### config.mk
export PLATFORM = sky130hd
export DESIGN_NAME = mul_div_unit
export DESIGN_NICKNAME = d
export VERILOG_FILES = /design/src/rtl/mul_div_unit_pkg.sv /design/src/rtl/mul_div_sign_fix.sv /design/src/rtl/mul_div_unit.sv
export SDC_FILE = /design/constraint.sdc
export NUM_CORES = 1
export LEC_CHECK = 0
export BUFFER_PORTS_ARGS = -buffer_cell sky130_fd_sc_hd__clkbuf_2
export CORE_ASPECT_RATIO = 0.5
export CORE_MARGIN = 5
export CORE_UTILIZATION = 50
export DETAILED_ROUTE_END_ITERATION = 10
export HOLD_SLACK_MARGIN = 0.1
export PLACE_DENSITY = 0.72
export SYNTH_ARGS = -nofsm -noshare
export SYNTH_HDL_FRONTEND = slang
export SYNTH_HIERARCHICAL = 1
export SYNTH_SLANG_ARGS = --single-unit
### constraint.sdc
create_clock -name clk -period 3.9 [get_ports clk]
set_input_delay 0.78 -clock clk [delete_from_list [all_inputs] [get_ports clk]]
set_output_delay 0.78 -clock clk [all_outputs]
set_load 0.05 [all_outputs]
### src/rtl/mul_div_unit_pkg.sv
// rtl/mul_div_unit_pkg.sv - op and state types shared by the iterative multiply/divide unit
package HighLevelControl;

  typedef enum logic [2:0] {
    MUL    = 3'd0,
    MULH   = 3'd1,
    MULHSU = 3'd2,
    MULHU  = 3'd3,
    DIV    = 3'd4,
    DIVU   = 3'd5,
    REM    = 3'd6,
    REMU   = 3'd7
  } mulDivOp;

  typedef enum logic [2:0] {
    IDLE = 3'd0,
    PREP = 3'd1,
    ITER = 3'd2,
    FIX  = 3'd3,
    DONE = 3'd4
  } mulDivState;

  function automatic logic op_is_div(mulDivOp op);
    return (op == DIV) || (op == DIVU) || (op == REM) || (op == REMU);
  endfunction

  function automatic logic op_is_quot(mulDivOp op);
    return (op == DIV) || (op == DIVU);
  endfunction

  // MUL only needs the low half, which is sign-agnostic, so it runs unsigned
  function automatic logic op_a_signed(mulDivOp op);
    return (op == MULH) || (op == MULHSU) || (op == DIV) || (op == REM);
  endfunction

  function automatic logic op_b_signed(mulDivOp op);
    return (op == MULH) || (op == DIV) || (op == REM);
  endfunction

endpackage

### src/rtl/mul_div_sign_fix.sv
// rtl/mul_div_sign_fix.sv - conditional two's complement (abs value on entry, sign restore on exit)
module mul_div_sign_fix #(
  parameter int WIDTH = 32
) (
  input  logic [WIDTH-1:0] i_val,
  input  logic             i_neg,
  output logic [WIDTH-1:0] o_val
);

  assign o_val = i_neg ? (~i_val + {{(WIDTH-1){1'b0}}, 1'b1}) : i_val;

endmodule

### src/rtl/mul_div_unit.sv
// rtl/mul_div_unit.sv - iterative RV32M/RV64M multiply/divide, one result bit per cycle
module mul_div_unit
  import HighLevelControl::*;
#(
  parameter int WIDTH = 32
) (
  input  logic             clk,
  input  logic             reset,
  input  logic             Start,
  input  logic             Flush,
  input  logic [2:0]       Op,
  input  logic [WIDTH-1:0] OpA,
  input  logic [WIDTH-1:0] OpB,
  output logic             Busy,
  output logic             Done,
  output logic [WIDTH-1:0] Result
);

  if (WIDTH != 32 && WIDTH != 64) begin : g_bad_width
    $error("mul_div_unit: WIDTH must be 32 or 64");
  end

  localparam int CNT_W = $clog2(WIDTH);
  localparam logic [CNT_W-1:0] LAST = CNT_W'(WIDTH - 1);

  mulDivState         r_state;
  mulDivOp            r_op;
  logic [WIDTH-1:0]   r_a;       // operand A, then |A|, then quotient for divides
  logic [WIDTH-1:0]   r_b;       // operand B, then |B|; shifted right as multiplier
  logic [2*WIDTH:0]   r_acc;     // product with carry; low WIDTH+1 bits are the remainder
  logic [CNT_W-1:0]   r_cnt;
  logic               r_sign_a;
  logic               r_sign_b;
  logic               r_busy;
  logic               r_done;
  logic [WIDTH-1:0]   r_result;

  logic               w_sa_in;
  logic               w_sb_in;
  logic [WIDTH-1:0]   w_abs_a;
  logic [WIDTH-1:0]   w_abs_b;
  logic               w_b_zero;
  logic               w_ovf;
  logic               w_special;
  logic [WIDTH-1:0]   w_special_res;
  logic [WIDTH-1:0]   w_addend;
  logic [WIDTH:0]     w_mul_sum;
  logic [WIDTH:0]     w_trial;
  logic [WIDTH+1:0]   w_diff;
  logic               w_fits;
  logic [WIDTH:0]     w_rem_next;
  logic [2*WIDTH-1:0] w_prod;
  logic [WIDTH-1:0]   w_quot;
  logic [WIDTH-1:0]   w_rem;
  logic [WIDTH-1:0]   w_fix_res;

  assign w_sa_in = op_a_signed(r_op) & r_a[WIDTH-1];
  assign w_sb_in = op_b_signed(r_op) & r_b[WIDTH-1];

  mul_div_sign_fix #(.WIDTH(WIDTH)) u_abs_a (.i_val(r_a), .i_neg(w_sa_in), .o_val(w_abs_a));
  mul_div_sign_fix #(.WIDTH(WIDTH)) u_abs_b (.i_val(r_b), .i_neg(w_sb_in), .o_val(w_abs_b));

  // Divide-by-zero and signed overflow are resolved without iterating
  assign w_b_zero      = (r_b == {WIDTH{1'b0}});
  assign w_ovf         = ((r_op == DIV) || (r_op == REM)) &&
                         (r_a == {1'b1, {(WIDTH-1){1'b0}}}) && (r_b == {WIDTH{1'b1}});
  assign w_special     = op_is_div(r_op) && (w_b_zero || w_ovf);
  assign w_special_res = op_is_quot(r_op) ? (w_b_zero ? {WIDTH{1'b1}} : r_a)
                                          : (w_b_zero ? r_a : {WIDTH{1'b0}});

  // Shift-add step: add multiplicand into the high half, then shift the whole product right
  assign w_addend  = r_b[0] ? r_a : {WIDTH{1'b0}};
  assign w_mul_sum = r_acc[2*WIDTH:WIDTH] + {1'b0, w_addend};

  // Restoring step: shift next dividend bit into the remainder, subtract if it fits
  assign w_trial    = {r_acc[WIDTH-1:0], r_a[WIDTH-1]};
  assign w_diff     = {1'b0, w_trial} - {2'b00, r_b};
  assign w_fits     = ~w_diff[WIDTH+1];
  assign w_rem_next = w_fits ? w_diff[WIDTH:0] : w_trial;

  mul_div_sign_fix #(.WIDTH(2*WIDTH)) u_fix_prod (
    .i_val(r_acc[2*WIDTH-1:0]), .i_neg(r_sign_a ^ r_sign_b), .o_val(w_prod));
  mul_div_sign_fix #(.WIDTH(WIDTH)) u_fix_quot (
    .i_val(r_a), .i_neg(r_sign_a ^ r_sign_b), .o_val(w_quot));
  mul_div_sign_fix #(.WIDTH(WIDTH)) u_fix_rem (
    .i_val(r_acc[WIDTH-1:0]), .i_neg(r_sign_a), .o_val(w_rem));

  // Pick the architectural result out of the sign-corrected datapath
  always_comb begin
    w_fix_res = w_prod[WIDTH-1:0];
    case (r_op)
      MUL:                 w_fix_res = w_prod[WIDTH-1:0];
      MULH, MULHSU, MULHU: w_fix_res = w_prod[2*WIDTH-1:WIDTH];
      DIV, DIVU:           w_fix_res = w_quot;
      REM, REMU:           w_fix_res = w_rem;
      default:             w_fix_res = w_prod[WIDTH-1:0];
    endcase
  end

  // Control FSM with registered Busy/Done/Result and the iterating datapath
  always_ff @(posedge clk) begin
    if (reset) begin
      r_state  <= IDLE;
      r_op     <= MUL;
      r_a      <= '0;
      r_b      <= '0;
      r_acc    <= '0;
      r_cnt    <= '0;
      r_sign_a <= 1'b0;
      r_sign_b <= 1'b0;
      r_busy   <= 1'b0;
      r_done   <= 1'b0;
      r_result <= '0;
    end else begin
      r_done <= 1'b0;
      case (r_state)
        IDLE: begin
          if (Start && !Flush) begin
            r_op    <= mulDivOp'(Op);
            r_a     <= OpA;
            r_b     <= OpB;
            r_state <= PREP;
            r_busy  <= 1'b1;
          end
        end
        PREP: begin
          if (Flush) begin
            r_state <= IDLE;
            r_busy  <= 1'b0;
          end else if (w_special) begin
            r_result <= w_special_res;
            r_state  <= DONE;
            r_busy   <= 1'b0;
            r_done   <= 1'b1;
          end else begin
            r_a      <= w_abs_a;
            r_b      <= w_abs_b;
            r_sign_a <= w_sa_in;
            r_sign_b <= w_sb_in;
            r_acc    <= '0;
            r_cnt    <= '0;
            r_state  <= ITER;
          end
        end
        ITER: begin
          if (Flush) begin
            r_state <= IDLE;
            r_busy  <= 1'b0;
          end else begin
            if (op_is_div(r_op)) begin
              r_acc <= {{WIDTH{1'b0}}, w_rem_next};
              r_a   <= {r_a[WIDTH-2:0], w_fits};
            end else begin
              r_acc <= {1'b0, w_mul_sum, r_acc[WIDTH-1:1]};
              r_b   <= {1'b0, r_b[WIDTH-1:1]};
            end
            r_cnt <= r_cnt + CNT_W'(1);
            if (r_cnt == LAST) begin
              r_state <= FIX;
            end
          end
        end
        FIX: begin
          if (Flush) begin
            r_state <= IDLE;
            r_busy  <= 1'b0;
          end else begin
            r_result <= w_fix_res;
            r_state  <= DONE;
            r_busy   <= 1'b0;
            r_done   <= 1'b1;
          end
        end
        DONE: begin
          r_state <= IDLE;
        end
        default: begin
          r_state <= IDLE;
          r_busy  <= 1'b0;
        end
      endcase
    end
  end

  assign Busy   = r_busy;
  assign Done   = r_done;
  assign Result = r_result;

endmodule

==> out/qor.yml <==
outcome:
  outcome: "finished, final reports clean"
yosys:
  synth-seq-cells: 175
  yosysTopAreaCellShare: 0.207
  synthCells: 2230
  dominantRegCellSynth: "dfxtp_1"
  async_reset_ff_frac: 0
  synthesis.area_um2: 16900
  ys_seq_area_frac: 0.207
  yosys_warnings: 6
  yosys.area.top_type: "dfxtp_1"
  syn_nets: 2375
  synth_edf_count: 0
  syn_avg_cell_area_um2: 7.59
  synth_cell_types: 84
  synth.area.top_cells: "dfxtp_1 (21%), xnor2_1 (11%), ha_1 (5.3%)"
critical_path:
  crit_path_max_incr_delay_ps: 470
  cpMaxStageDelayCell: "dfxtp_1"
  cp.required_ps: 4310
  path_common_cell: "a21oi_1"
  critical_path_buf_inv_count: 2
  crit_path_cell_trace: "buf_4 -> and2_1 -> ha_1 -> inv_1 -> fa_1 -> nor2b_1 -> o21ai_0 -> a21oi_1 -> a21oi_1 -> a2111oi_0 -> nor3_1 -> o21a_1 -> o311ai_1 -> a22o_1"
  startpoint_type: "flip-flop"
  crit_fanout: 31
  cp.arrival_ps: 3910
  crit_type: "reg2reg"
  end_kind: "flip-flop"
  crit_family: "compound AO/OA/AOI/OAI gates"
timing:
  max-slew-margin-rel: 0.174
  worstMarginPinSlew_ps: 1240
  setup_viol: 0
  max_freq_mhz: 285
  rsz0062_at_grt: "false"
  min_period_over_period: 0.899
  slew_viol_final: 0
  fin_skew_ps: 11.7
  period_needed_ps: 3510
  hold_viol: 0
  finalSetupTns_ps: 0
detailed_routing:
  routed_wl_mm: 60.6
  viasPerCell: 6.66
  drt-pass1-iter-count: 7
  ant_nets: 0
  vias: 18400
  routedWlPerCell_um: 21.9
  drc: 0
  drt_iter0_drc: 2116
placement:
  hpwl_mm: 43.8
  gp_congestion: 0.952
  io_buffers: 104
clock_network:
  post_cts_buffers: 0
  numCtsBuffers: 17
  cts-root-buf: "clkbuf_16"
  insertion_delay_ps: 460
  cts_hold_buf: 0
  cts_buffer_depth: 2
  cts_tree: "built"
  cts.repair.resized: 0
  clkSlewWorstSetupHoldPaths_ps: 70
  clock_sinks: 175
  htree_num_levels: 4
layout:
  antenna_cells: 0
  area_growth_pct: 11.7
  drive_gt1_frac: 0.142
  layout_commonest_cell: "nand2_1"
  utilization: 0.569
  final_cell_mix: "nand2_1 (216), nor2_1 (211), xnor2_1 (209), dfxtp_1 (175), o21ai_0 (175)"
  fin_nets: 2454
global_routing:
  grt_max_degree: 68
  grt_pass1_wl_mm: 95.0
  grt_pass1_vias: 16700
  grt_overflow: 0
  antenna_found_initial: 1
  grtUsageTotal: 0.308
floorplan:
  die_h_um: 140
  die_area_um2: 37900
  coreArea_um2: 33200
  initial_utilization: 0.510
  die_w_um: 270
  rows: 47
  pin_count: 105
power_and_ir_drop:
  peakVddDrop_mv: 0.234
  total_leakage_power_nw: 7.52
  powerDensity_nw_per_um2: 270
min_path:
  hold_class: "reg2reg"
run:
  drv_cap: 0
-- cells by family after synthesis --
kind of cell               Yosys count  share of synthesized area
AOI/OAI and AO/OA                  754                      0.315
xor gates and xnor gates           237                      0.123
adders and majority gates           74                     0.0556
buffers and inverters              210                     0.0504
DFF                                175                      0.207
muxes                               17                     0.0100
and+or+nand+nor                    763                      0.240
-- state kept, by name (all words and copies together), names as in the netlist --
| register | flops |
|---|---|
| Busy | 1 |
| Done | 1 |
| Result | 32 |
| r_a | 32 |
| r_acc | 64 |
| r_b | 32 |
| r_cnt | 5 |
| r_op | 3 |
| r_sign_a | 1 |
| r_sign_b | 1 |
| r_state | 3 |
-- Yosys cell counts, types with 24 or more instances --
cell type    n
and2_1      34
o31ai_1     52
a221oi_1    35
a311oi_1    63
nor2_1     214
and3_1      37
nand3_1     30
o41ai_1     28
xor2_1      28
xnor2_1    209
nand4_1     37
a22oi_1     88
inv_1       56
clkbuf_1   112
nand2b_1    24
a21o_1      28
ha_1        72
o221ai_1    36
dfxtp_1    175
nand2_1    216
nor4_1      31
o21ai_0    175
a21oi_1    126
-- final cells by class --
type                    instances  area (µm²)
well taps                     441         552
flip-flops and latches        175        3500
clock buffers                  18         439
fillers                      3081       14300
clock inverters                14         181
repair buffers                214        1390
multi-input cells            1845       12600
inverters                      56         210
-- stage by stage --
stage	worst slack, ps	power [mW]	instance area [µm²]	cells	hold slack (ps)
2_1_floorplan	867	2.82	16900	2230	436
3_3_place_gp	555	3.21	18300	2731	447
3_5_place_dp	495	3.22	18300	2731	459
4_1_cts	415	5.09	18900	2763	470
5_1_grt	120	5.32	18900	2763	495
6_report	394	5.12	18900	2763	471
-- power by group --
group | internal [mW] | switching (mW) | total (mW)
Combinational | 0.467 | 0.799 | 1.27
Sequential | 1.84 | 0.118 | 1.96
Clock | 1.04 | 0.849 | 1.89
Total | 3.35 | 1.77 | 5.12
-- routing by layer --
| layer | track usage | wire length [µm] |
|---|---|---|
| met3 | 0.0967 | 7300 |
| met5 | 0 | 15 |
| met4 | 0.104 | 1900 |
| met1 | 0.437 | 26800 |
| met2 | 0.441 | 24600 |
-- path summary, 6_finish.rpt --
| kind | start | endpoint | slack, ps | cells past startpoint |
|---|---|---|---|---|
| setup / recovery | r_b[0] | r_acc[61] | 390 | 14 |
| hold / removal | r_cnt[4] | r_cnt[4] | 470 | 2 |
| setup reg to reg | r_b[0] | r_acc[61] | 390 | 14 |
| hold reg to reg | r_cnt[4] | r_cnt[4] | 470 | 2 |
-- tightest hold or removal path: stages, from the launching register on --
cell and delay, ps:
dfxtp_1 320, nand2_1 60, a21oi_1 50
(Power assumes the default switching activity.)
